### src/rtl/exec_pkg.sv
// exec_pkg: function codes, stage state encoding and decode helpers
// shared by the execute stage and its multiply/divide unit.
package exec_pkg;

    localparam logic [5:0] FUNC_SLL   = 6'h00;
    localparam logic [5:0] FUNC_SRL   = 6'h02;
    localparam logic [5:0] FUNC_SRA   = 6'h03;
    localparam logic [5:0] FUNC_MFHI  = 6'h10;
    localparam logic [5:0] FUNC_MFLO  = 6'h12;
    localparam logic [5:0] FUNC_MULT  = 6'h18;
    localparam logic [5:0] FUNC_MULTU = 6'h19;
    localparam logic [5:0] FUNC_DIV   = 6'h1A;
    localparam logic [5:0] FUNC_DIVU  = 6'h1B;
    localparam logic [5:0] FUNC_ADD   = 6'h20;
    localparam logic [5:0] FUNC_ADDU  = 6'h21;
    localparam logic [5:0] FUNC_SUB   = 6'h22;
    localparam logic [5:0] FUNC_SUBU  = 6'h23;
    localparam logic [5:0] FUNC_AND   = 6'h24;
    localparam logic [5:0] FUNC_OR    = 6'h25;
    localparam logic [5:0] FUNC_XOR   = 6'h26;
    localparam logic [5:0] FUNC_NOR   = 6'h27;
    localparam logic [5:0] FUNC_SLT   = 6'h2A;
    localparam logic [5:0] FUNC_SLTU  = 6'h2B;

    typedef enum logic [1:0] {
        ST_EMPTY,
        ST_FULL
`ifdef EXEC_MULDIV_EN
        , ST_MD_RUN
`endif
    } state_e;

    function automatic logic is_muldiv(logic [5:0] f);
        return f inside {FUNC_MULT, FUNC_MULTU, FUNC_DIV, FUNC_DIVU};
    endfunction

endpackage

### src/rtl/exec_muldiv.sv
// exec_muldiv: W-cycle shift-add multiplier / restoring divider with HI/LO.
// Present only when EXEC_MULDIV_EN is defined.
`ifdef EXEC_MULDIV_EN
module exec_muldiv
    import exec_pkg::*;
#(
    parameter int W = 32
) (
    input  logic         clk,
    input  logic         reset,
    input  logic         start_i,
    input  logic         abort_i,
    input  logic [5:0]   func_i,
    input  logic [W-1:0] a_i,
    input  logic [W-1:0] b_i,
    output logic         busy_o,
    output logic         done_o,
    output logic [W-1:0] hi_o,
    output logic [W-1:0] lo_o
);
    localparam int CW = $clog2(W);

    logic [W-1:0]   rem_q, rem_d, q_q, q_d, md_q;
    logic [W-1:0]   hi_q, hi_d, lo_q, lo_d;
    logic [CW-1:0]  cnt_q;
    logic           busy_q, div_q, neg_q, sa_q, dz_q;
    logic           div, sgn, sa, sb;
    logic [W-1:0]   abs_a, abs_b;
    logic [W:0]     sum, shl, dif;
    logic [2*W-1:0] prod;

    // Iterate on magnitudes; signs are reapplied on the final edge.
    assign div   = func_i inside {FUNC_DIV, FUNC_DIVU};
    assign sgn   = (func_i == FUNC_MULT) || (func_i == FUNC_DIV);
    assign sa    = sgn & a_i[W-1];
    assign sb    = sgn & b_i[W-1];
    assign abs_a = sa ? -a_i : a_i;
    assign abs_b = sb ? -b_i : b_i;

    always_comb begin
        sum = {1'b0, rem_q} + (q_q[0] ? {1'b0, md_q} : '0);
        shl = {rem_q, q_q[W-1]};
        dif = shl - {1'b0, md_q};
        if (div_q) begin
            rem_d = dif[W] ? shl[W-1:0] : dif[W-1:0];
            q_d   = {q_q[W-2:0], ~dif[W]};
        end else begin
            rem_d = sum[W:1];
            q_d   = {sum[0], q_q[W-1:1]};
        end
        prod = {rem_d, q_d};
        if (neg_q) prod = -prod;
        if (div_q) begin
            lo_d = dz_q ? '1 : (neg_q ? -q_d : q_d);
            hi_d = sa_q ? -rem_d : rem_d;
        end else begin
            hi_d = prod[2*W-1:W];
            lo_d = prod[W-1:0];
        end
    end

    assign done_o = busy_q & (cnt_q == CW'(W - 1)) & ~abort_i;
    assign busy_o = busy_q;
    assign hi_o   = hi_q;
    assign lo_o   = lo_q;

    always_ff @(posedge clk or negedge reset) begin
        if (!reset) begin
            busy_q <= 1'b0;
            cnt_q  <= '0;
            div_q  <= 1'b0;
            neg_q  <= 1'b0;
            sa_q   <= 1'b0;
            dz_q   <= 1'b0;
            rem_q  <= '0;
            q_q    <= '0;
            md_q   <= '0;
            hi_q   <= '0;
            lo_q   <= '0;
        end else if (abort_i) begin
            busy_q <= 1'b0;
        end else if (start_i) begin
            busy_q <= 1'b1;
            cnt_q  <= '0;
            div_q  <= div;
            neg_q  <= sa ^ sb;
            sa_q   <= sa;
            dz_q   <= (b_i == '0);
            rem_q  <= '0;
            q_q    <= div ? abs_a : abs_b;
            md_q   <= div ? abs_b : abs_a;
        end else if (busy_q) begin
            rem_q <= rem_d;
            q_q   <= q_d;
            cnt_q <= cnt_q + CW'(1);
            if (done_o) begin
                busy_q <= 1'b0;
                hi_q   <= hi_d;
                lo_q   <= lo_d;
            end
        end
    end

endmodule
`endif

### src/rtl/execute_stage_mc.sv
// execute_stage_mc: single-entry execute stage, 1-cycle ALU plus optional
// iterative multiply/divide with HI/LO (enabled by EXEC_MULDIV_EN).
module execute_stage_mc
    import exec_pkg::*;
#(
    parameter int W      = 32,
    parameter int FUNC_W = 6,
    parameter int CTRL_W = 8,
    parameter int REG_W  = 5
) (
    input  logic              clk,
    input  logic              reset,
    input  logic              in_valid,
    output logic              in_ready,
    input  logic [FUNC_W-1:0] func_in,
    input  logic [CTRL_W-1:0] ctrl_in,
    input  logic [W-1:0]      pc_seq_in,
    input  logic [W-1:0]      a_in,
    input  logic [W-1:0]      b_in,
    input  logic [REG_W-1:0]  dest_in,
    input  logic              flush,
    output logic              out_valid,
    input  logic              out_ready,
    output logic [CTRL_W-1:0] ctrl_out,
    output logic [W-1:0]      pc_seq_out,
    output logic [REG_W-1:0]  dest_out,
    output logic [W-1:0]      result_out,
    output logic              ovf_out,
    output logic              busy
);
    localparam int SH_W = $clog2(W);

    state_e            state_q, state_d, go_st;
    logic [FUNC_W-1:0] func_q;
    logic [CTRL_W-1:0] ctrl_q;
    logic [W-1:0]      pc_q, a_q, b_q;
    logic [REG_W-1:0]  dest_q;
    logic [5:0]        fn;
    logic [W-1:0]      sum, dif;
    logic [SH_W-1:0]   sh;
    logic              accept, ovf_raw;

    assign in_ready = !flush &&
        (state_q == ST_EMPTY || (state_q == ST_FULL && out_ready));
    assign accept = in_valid & in_ready;

`ifdef EXEC_MULDIV_EN
    logic [5:0]   fn_in;
    logic         md_in, done;
    logic [W-1:0] hi, lo;

    assign fn_in = 6'(func_in);
    assign md_in = is_muldiv(fn_in);
    assign go_st = md_in ? ST_MD_RUN : ST_FULL;

    exec_muldiv #(.W(W)) u_md (
        .clk     (clk),
        .reset   (reset),
        .start_i (accept & md_in),
        .abort_i (flush),
        .func_i  (fn_in),
        .a_i     (a_in),
        .b_i     (b_in),
        .busy_o  (busy),
        .done_o  (done),
        .hi_o    (hi),
        .lo_o    (lo)
    );
`else
    assign go_st = ST_FULL;
    assign busy  = 1'b0;
`endif

    // Flush wins over both a new accept and a downstream handshake.
    always_comb begin
        state_d = state_q;
        if (flush) begin
            state_d = ST_EMPTY;
        end else begin
            unique case (state_q)
                ST_EMPTY: if (accept) state_d = go_st;
                ST_FULL:  if (out_ready) state_d = accept ? go_st : ST_EMPTY;
`ifdef EXEC_MULDIV_EN
                ST_MD_RUN: if (done) state_d = ST_FULL;
`endif
                default:  state_d = ST_EMPTY;
            endcase
        end
    end

    always_ff @(posedge clk or negedge reset) begin
        if (!reset) begin
            state_q <= ST_EMPTY;
            func_q  <= '0;
            ctrl_q  <= '0;
            pc_q    <= '0;
            a_q     <= '0;
            b_q     <= '0;
            dest_q  <= '0;
        end else begin
            state_q <= state_d;
            if (accept) begin
                func_q <= func_in;
                ctrl_q <= ctrl_in;
                pc_q   <= pc_seq_in;
                a_q    <= a_in;
                b_q    <= b_in;
                dest_q <= dest_in;
            end
        end
    end

    assign fn  = 6'(func_q);
    assign sum = a_q + b_q;
    assign dif = a_q - b_q;
    assign sh  = b_q[SH_W-1:0];

    always_comb begin
        result_out = '0;
        ovf_raw    = 1'b0;
        unique case (fn)
            FUNC_ADD: begin
                result_out = sum;
                ovf_raw = (a_q[W-1] == b_q[W-1]) && (sum[W-1] != a_q[W-1]);
            end
            FUNC_SUB: begin
                result_out = dif;
                ovf_raw = (a_q[W-1] != b_q[W-1]) && (dif[W-1] != a_q[W-1]);
            end
            FUNC_ADDU: result_out = sum;
            FUNC_SUBU: result_out = dif;
            FUNC_AND:  result_out = a_q & b_q;
            FUNC_OR:   result_out = a_q | b_q;
            FUNC_XOR:  result_out = a_q ^ b_q;
            FUNC_NOR:  result_out = ~(a_q | b_q);
            FUNC_SLT:  result_out = {{(W-1){1'b0}}, $signed(a_q) < $signed(b_q)};
            FUNC_SLTU: result_out = {{(W-1){1'b0}}, a_q < b_q};
            FUNC_SLL:  result_out = a_q << sh;
            FUNC_SRL:  result_out = a_q >> sh;
            FUNC_SRA:  result_out = $signed(a_q) >>> sh;
`ifdef EXEC_MULDIV_EN
            FUNC_MULT, FUNC_MULTU,
            FUNC_DIV, FUNC_DIVU,
            FUNC_MFLO: result_out = lo;
            FUNC_MFHI: result_out = hi;
`endif
            default: ;
        endcase
    end

    assign out_valid  = (state_q == ST_FULL);
    assign ovf_out    = out_valid & ovf_raw;
    assign ctrl_out   = ctrl_q;
    assign pc_seq_out = pc_q;
    assign dest_out   = dest_q;

endmodule
### config.mk
export PLATFORM = sky130hd
export DESIGN_NAME = execute_stage_mc
export DESIGN_NICKNAME = d
export VERILOG_FILES = /design/src/rtl/exec_pkg.sv /design/src/rtl/exec_muldiv.sv /design/src/rtl/execute_stage_mc.sv
export SDC_FILE = /design/constraint.sdc
export NUM_CORES = 1
export LEC_CHECK = 0
export ABC_CLOCK_PERIOD_IN_PS = 7300
export CELL_PAD_IN_SITES_DETAIL_PLACEMENT = 0
export CELL_PAD_IN_SITES_GLOBAL_PLACEMENT = 1
export CORE_ASPECT_RATIO = 0.9
export CORE_MARGIN = 8
export CORE_UTILIZATION = 45
export CTS_CLUSTER_SIZE = 10
export DETAILED_ROUTE_END_ITERATION = 7
export HOLD_SLACK_MARGIN = 0.02
export PLACE_DENSITY_LB_ADDON = 0.1
export SETUP_SLACK_MARGIN = 0.02
export SLEW_MARGIN = 20
export SYNTH_ARGS = -nofsm -noshare
export SYNTH_HDL_FRONTEND = slang
export SYNTH_SLANG_ARGS = --single-unit
### constraint.sdc
create_clock -name clk -period 7.3 [get_ports clk]
set_input_delay 1.825 -clock clk [delete_from_list [all_inputs] [get_ports clk]]
set_output_delay 1.825 -clock clk [all_outputs]
set_load 0.02 [all_outputs]
* Word level (Yosys, flattened, before mapping) *
Index checks and enable logic that the tools add are counted.

operators by class
  add/subtract/negate cells = 2
  $mul = 0
  divide/modulo/power cells = 0
  magnitude comparators = 2
  equality and inequality tests = 19
  shifts and indexed selects = 3
  multiplexer cells = 7
  bitwise logic cells = 6
  reduce and logical (&&, ||, !) cells = 11

operator list
  cell                number
  $pmux 32 s11        1
  $lt 32x32->1        2
  $eq 6x6->1 const B  10
  $add 32x32->32      1
  $and 32x32->32      1
  $not 32->32         1
  $or 32x32->32       1
  $shl 32x5->32       1
  $shr 32x5->32       1
  $sshr 32x5->32      1
  $sub 32x32->32      1
  $xor 32x32->32      1
  $eq 6x2->1 const B  2
  $logic_not 6->1     1
  $mux 2              3
  $logic_and 1x1->1   4
  $pmux 2 s2          1
  $reduce_or 2->1     2
  $ne 1x1->1          3
  $ne 3x2->1 const B  1
  $ne 3x3->1 const B  1
  $and 1x1->1         2
  $eq 2x1->1 const B  1
  $logic_not 2->1     1
  6 further kinds     6

storage, ports and cells
  register bits after elaboration = 117
  latch bits = 0
  memory bits (writable) = 0
  ROM bits = 0
  output and inout bits = 81
  word-level logic and storage cells = 57
  memories kept = 0

* Longest topological paths before layout *
Gate-level depths: netlist (run 1).

  depth in word-level cells = 9
  mapped depth = 14
  depth with buffers taken out = 13

* Worst setup path before layout (run 1) *
OpenSTA, ideal clock, no wires.

  kind = reg2out
  from = register b_q[2]
  to = output port result_out[24]
  arrival time = 3.793 ns
  data required time = 5.475 ns
  slack = 1.682 ns
  cell stages (with the launch flop) = 15
  path buffers = 3
  path through = dfrtp_1 > clkbuf_1 > clkinv_1 > buf_1 > clkbuf_1 > ha_1 > nand2b_1 > a221oi_1 > o211ai_1 > a21oi_1 > o21ai_1 > a2111oi_0 > o22ai_1 > xnor2_1 > o21ai_0

between the ends
  word-level cells in the longest chain between the ends = 2
  elaborated cells between the ends (all ways) = 6
  those cells by class = 2 x add/sub; 3 x shift; 1 x mux

ends and longest elaborated chain
  item                                    line                     text
  from (decl)                             execute_stage_mc.sv:36   logic [W-1:0] pc_q, a_q, b_q;
  from (signal assigned)                  execute_stage_mc.sv:107  b_q <= b_in;
  $sub 32x32->32 (tied with other cells)  execute_stage_mc.sv:115  assign dif = a_q - b_q;
  $pmux 32 s11 (*)                        execute_stage_mc.sv:121  unique case (fn)
  to (decl)                               execute_stage_mc.sv:27   output logic [W-1:0] result_out,

Mark *: on every way between the ends. The rest lies on a longest branch, timed or not.

* Final worst setup path (run 1) *
  from = register b_q[0]
  to = output port result_out[28]

The elaborated chain is that of the path after synthesis.

==> run metrics, run 1 <==
outcome finished, final reports clean; YS warnings 0; Max-cap violations 0; total number of vias 13320; top cells by area, synth dfrtp_1 22%, ha_1 9.6%, o21ai_0 8.0%; GRT Util Overall 0.2878; leading area contributor after synthesis dfrtp_1; Setup Buffers After CTS 0; grt met1 use 0.4193; worst hold path depth 1; DPL Wire Length around 38 mm; HP Start ctrl_out[5]; startpoint types register; max-slew violations 0; R2R Setup Slk slightly below 5 ns; initial antenna violation count 1; Slew Limit Headroom 0.3317; Pleak 6.598 nW; post-cts resize count 0; Final Power between 4 and 5 mW; global-route wire length before repair 78.16 mm; asr flop ratio synth 1.000; Slowest cell on crit path clkdlybuf4s50_1; worst min path class register to register; chip width 195.7 um; starting density of the core 0.4552; Synth Instances between 1500 and 2000; Least-Margin Pin Slew 1.002 ns; hold_buf cts 0; grt met3 use 0.06332; Synthesized Nets 1873; drt wl/cell ~24 um; reg2reg start state_q[0]; Synth Register Bits roughly 120; Clk Tree Root Cell clkbuf_16; FP Rows 59; final setup violation count 0; synth unique cells 91; io pins around 200; Peak Freq 149.8 MHz; ANT nets after route 0; CP peak stage delay around 0.66 ns; routed vias/inst 6.204; Clock Latency Late Sink roughly 0.43 ns; share of layout cells above drive strength 1 0.1084; final setup TNS 0 ns; Residual DRC 0; Hold Path End ctrl_out[5]; largest net degree at the start of global routing between 100 and 150; vias in the first global route 12750; Mapped Area 13070 sq um; final instance area 15860 sq um; die area about 35000 sq um; CP arrival between 4 and 5 ns; Final Critical Period 6.677 ns; gp weighted congestion 0.9629; number of DRC markers in iteration 0 about 1500; die extent in y about 180 um; post-synthesis sequential area ratio 0.2221; Final nets between 1500 and 2000; global-route track usage on met2 0.4223; CP cell instances buf_4 -> ha_1 -> inv_1 -> fa_1 -> nor2b_1 -> o31ai_1 -> a21oi_1 -> a21oi_1 -> o31ai_1 -> a221o_1 -> a31oi_1 -> xnor2_1 -> o211ai_1 -> clkdlybuf4s50_1; Final Cycle Share 0.9146; clock tree buffer depth 2; Setup CP Type register to output pin; R2R cell count 5; Final Skew 0.008032 ns; Reg clk slew, reported paths roughly 0.070 ns; Core ar. roughly 29000 sq um; Worst EP required 5.48 ns; Syn Area/Cell 7.917 sq um; layout filler cell count ~2700; RSZ-0062 raised after global routing false; GRT Max-Usage Layer met2; Final Hold Fails 0; dpl cell area 15220 sq um; first-pass detailed-route iteration total 6; synthesis-to-layout area growth 21.33%; grt ovf 0; cts bufs inserted 17; Worst R2R End pc_seq_out[28]; Post-synth top flop dfrtp_1; Crit. End Element output pin; CTS tree done; IO buf count 199; post-synth top area share 0.2221; EDFF count, synth 0; crit path max fanout 28; Post-Route WL 50.72 mm; H-tree levels 4; Worst IR Drop VDD 0.1887 mV; Sink Count 116; Cell Pwr Density 264.5 nW/um^2
## report_power, final
| group | internal, mW | total, mW | switching, mW |
|---|---|---|---|
| combinational | 0.950 | 2.33 | 1.38 |
| clock | 0.556 | 0.958 | 0.402 |
| sequential | 0.745 | 0.904 | 0.159 |
| total | 2.25 | 4.20 | 1.94 |
## flip-flops by register name (all words and copies together), names as in the netlist
| register | flops |
|---|---|
| a_q | 32 |
| fn | 6 |
| state_q | 1 |
| b_q | 32 |
| ctrl_out | 8 |
| pc_seq_out | 32 |
| dest_out | 5 |
## cell usage in the layout, fill, tap and decap left out, drive strengths merged, types with 27 or more instances in the layout
| cell type | n |
|---|---|
| o21ai | 214 |
| clkdlybuf4s50 | 198 |
| nor2 | 174 |
| nand2 | 163 |
| dfrtp | 116 |
| inv | 116 |
| a21oi | 109 |
| ha | 100 |
| mux2i | 69 |
| mux2 | 58 |
| mux4 | 42 |
| nor3 | 35 |
| buf | 29 |
| nand3 | 28 |
| o211ai | 27 |
## worst max-delay path: cells and delay by family (launching register included)
kind	cells	cell delay [ns]
buf+inv	3	1.08
xor+xnor	1	0.16
simple gates	1	0.17
fa+ha+maj	2	0.64
flops	1	0.41
compound gates	7	1.94
## synthesized netlist by cell type (14+ instances only)
library cell / n
a21oi_1: 108
a211oi_1: 18
nand2_1: 163
nand3_1: 28
dfrtp_1: 116
xnor2_1: 22
o22ai_1: 17
mux2_2: 58
nor3_1: 35
nor2b_1: 14
buf_2: 21
ha_1: 100
mux2i_1: 69
mux4_2: 42
o21ai_0: 210
o211ai_1: 27
buf_1: 20
inv_1: 102
nor2_1: 173
a31oi_1: 18
a21o_1: 20
clkbuf_1: 82
## per-stage QoR
step / setup slack (ns) / cells / hold slack [ns] / utilization
after floorplan: 1.682 / 1651 / 0.5516 / -
after global placement: 1.226 / 2114 / 0.4886 / 0.5302
after detailed placement: 1.134 / 2114 / 0.4949 / 0.5302
after CTS: 0.6564 / 2146 / 0.5099 / 0.5522
after global routing: 0.2783 / 2146 / 0.5175 / 0.5522
final: 0.6232 / 2147 / 0.5050 / 0.5523
## worst max-delay path by stage
stage	start	to	slack, ns	depth (start not counted)
global placement	b_q[0]	result_out[26]	1.23	14
floorplan	b_q[2]	result_out[24]	1.68	14
finish	b_q[0]	result_out[28]	0.62	14
detailed placement	b_q[0]	result_out[28]	1.13	14
global route	b_q[0]	result_out[22]	0.28	14
CTS	b_q[0]	result_out[28]	0.66	14
## logic make-up (layout without fill, tap and decap cells)
kind of cell             after synthesis  count (layout)  synth area share
AO/OA/AOI/OAI                        523             523            0.2505
XOR/XNOR                              25              25           0.01675
adder cells (fa/ha/maj)              102             102           0.09878
buffers and inverters                237             366           0.07265
flip-flops                           116             116            0.2221
multiplexers                         169             169            0.1752
other                                  1               2         0.0002869
AND/OR/NAND/NOR                      478             478            0.1638
## routing by layer
metal  part of all wire  up-vias
met3              0.083       76
met2               0.43      622
met1               0.46     6452
li1                   -     6168
met5            0.00026        -
met4              0.023        2
## layout make-up
class                   instances  area, sq um  share of cell area
inverters                     107        401.6             0.02533
flip-flops and latches        116         2917              0.1839
clock buffers                  17        425.4             0.02682
multi-input cells            1298         9236              0.5824
clock inverters                15        206.4             0.01302
well taps                     366        457.9             0.02888
diodes                          1        2.502           0.0001578
repair buffers                227         2212              0.1395
No activity file was read; power rests on OpenSTA's default activity.
==> run 2: changes to the inputs <==
--- a/config.mk
+++ b/config.mk
@@ -15,6 +15,7 @@
 export DETAILED_ROUTE_END_ITERATION = 7
 export HOLD_SLACK_MARGIN = 0.02
 export PLACE_DENSITY_LB_ADDON = 0.1
+export RECOVER_POWER = 50
 export SETUP_SLACK_MARGIN = 0.02
 export SLEW_MARGIN = 20
 export SYNTH_ARGS = -nofsm -noshare
==> run 2 against run 1 <==
Net effect:
- the run now ends with max-capacitance violations, max-slew violations left
- largest power group unchanged
- cell count did not move
- critical path depth did not move
- critical path type unchanged
- fmax fell by 0.19%
- via count rose by 0.47%
- register-to-register slack got worse by 1.8 ns
- sequential power barely moved
==> run metrics, run 2 (synthesized netlist as in run 1, its figures left out) <==
final setup TNS 0 ns; Final Power 4.192 mW; drt wl/cell 23.63 um; die area 34760 sq um; IO buf count about 200; share of layout cells above drive strength 1 0.1062; gp weighted congestion slightly below 1; crit path max fanout 28; vias in the first global route ~13000; final instance area ~16000 sq um; sequential share of power 0.216; DPL Wire Length 37.64 mm; startpoint types register; largest net degree at the start of global routing 115; die extent in y 177.7 um; Peak Freq 149.5 MHz; Max-cap violations 3; reg2reg start state_q[0]; Final nets 1989; ANT nets after route 0; Hold Path End ctrl_out[5]; Combinational Power Share 0.555; RSZ-0062 raised after global routing false; Pleak 6.590 nW; grt ovf 0; routed vias/inst 6.233; Setup CP Type register to output pin; Multi-input gate area 9234 sq um; cts bufs inserted 17; post-cts resize count 0; Sink Count 116; max-slew violations 171; first-pass detailed-route iteration total 6; Post-Route WL 50.73 mm; Slew Limit Headroom -1.359; most frequent cells in the layout 210 x o21ai_0, 184 x clkdlybuf4s50_1, 173 x nor2_1; Clk Tree Root Cell clkbuf_16; dpl cell area 15220 sq um; Least-Margin Pin Slew 3.539 ns; Worst EP required roughly 5.5 ns; Net Switching 1.944 mW; fin util 0.5518; Setup Buffers After CTS 0; Net Sw Frac 0.4638; Clock Latency Late Sink 0.43 ns; Worst IR Drop VDD 0.1882 mV; total number of vias 13383; Final Hold Fails 0; R2R Setup Slk 3.03 ns; CTS tree done; io pins 201; Worst R2R End pc_seq_out[26]; most common cell after layout, fill and taps aside o21ai_0; hold_buf cts 0; Core ar. about 29000 sq um; outcome complete, but fails checks; Crit. End Element output pin; GRT Util Overall 0.2878; Clk pwr share 0.229; worst min path class register to register; starting density of the core 0.4552; Reg clk slew, reported paths 0.07 ns; Final Cycle Share 0.9164; final setup violation count 0; FP Rows 59; H-tree levels 4; clock tree buffer depth 2; number of DRC markers in iteration 0 1546; chip width roughly 200 um; Final Skew 0.008330 ns; initial antenna violation count 1; CP arrival 4.86 ns; worst hold path depth 1; Final Critical Period 6.690 ns; failing checks max-capacitance violations, max-slew violations; Int Power 2.248 mW; layout filler cell count 2736; global-route wire length before repair 78.16 mm; worst hold slack 0.4985 ns; R2R cell count 5; register area slightly below 3000 sq um; Residual DRC 0; HP Start ctrl_out[5]; Cell Pwr Density 264.6 nW/um^2; synthesis-to-layout area growth 21.22%
run 2: cell count changes in the layout (fill, tap and decap cells not counted), sizes merged:
| cell | before | now |
|---|---|---|
| buf | 29 | 26 |
| clkbuf | 17 | 20 |
| dlygate4sd3 | 0 | 14 |
| clkdlybuf4s50 | 198 | 184 |
run 2: worst max path at each step:
stage | start | endpoint | slack, ns | cells past startpoint
floorplan | b_q[2] | result_out[24] | 1.68 | 14
global placement | b_q[0] | result_out[26] | 1.23 | 14
detailed placement | b_q[0] | result_out[28] | 1.13 | 14
finish | b_q[0] | result_out[28] | 0.61 | 14
CTS | b_q[0] | result_out[28] | 0.66 | 14
global route | b_q[0] | result_out[22] | 0.28 | 14
run 2: area by class of cell:
| type | count | area share |
|---|---|---|
| inverter | 107 | 0.02535 |
| timing repair buffer | 227 | 0.1389 |
| antenna | 1 | 0.0001579 |
| clock buffer | 17 | 0.02685 |
| sequential | 116 | 0.1841 |
| tap | 366 | 0.02890 |
| clock inverter | 15 | 0.01303 |
| multi-input combinational | 1298 | 0.5828 |
run 2: power by group through the flow:
stage          registers, mW  logic, mW  clock network, mW
2_1_floorplan          0.894       1.53                  0
3_3_place_gp           0.902       2.28                  0
3_5_place_dp           0.911       2.28                  0
4_1_cts                0.899       2.30              0.980
5_1_grt                0.923       2.51               1.00
6_report               0.904       2.33              0.960
run 2: worst max-delay path, stage by stage (launching register included):
cell	delay, ns
dfrtp_4	0.41
buf_4	0.35
ha_1	0.27
inv_1	0.06
fa_1	0.38
nor2b_1	0.18
o31ai_1	0.15
a21oi_1	0.33
a21oi_1	0.23
o31ai_1	0.65
a221o_1	0.29
a31oi_1	0.11
xnor2_1	0.16
o211ai_1	0.18
clkdlybuf4s50_1	0.66
run 2: per-stage QoR:
| stage | instances | setup WS [ns] |
|---|---|---|
| after floorplan | 1651 | 1.682 |
| after global placement | 2114 | 1.226 |
| after detailed placement | 2114 | 1.134 |
| after CTS | 2146 | 0.6564 |
| after global routing | 2146 | 0.2783 |
| final | 2147 | 0.6104 |
run 2: layer usage:
metal / wire length [um] / vias to the layer above / GRT usage / share of wire
li1: - / 6176 / - / -
met5: 13 / - / 0 / 0.00026
met3: 4422 / 79 / 0.06332 / 0.087
met1: 23200 / 6474 / 0.4193 / 0.46
met4: 1158 / 2 / 0.07636 / 0.023
met2: 21930 / 652 / 0.4223 / 0.43
==> run 3: changes to the inputs <==
--- a/config.mk
+++ b/config.mk
@@ -17,7 +17,7 @@
 export PLACE_DENSITY_LB_ADDON = 0.1
 export RECOVER_POWER = 50
 export SETUP_SLACK_MARGIN = 0.02
-export SLEW_MARGIN = 20
+export SLEW_MARGIN = 0
 export SYNTH_ARGS = -nofsm -noshare
 export SYNTH_HDL_FRONTEND = slang
 export SYNTH_SLANG_ARGS = --single-unit
==> results of run 3 <==
The final DEF is identical to that of run 2; final timing and power are the same.
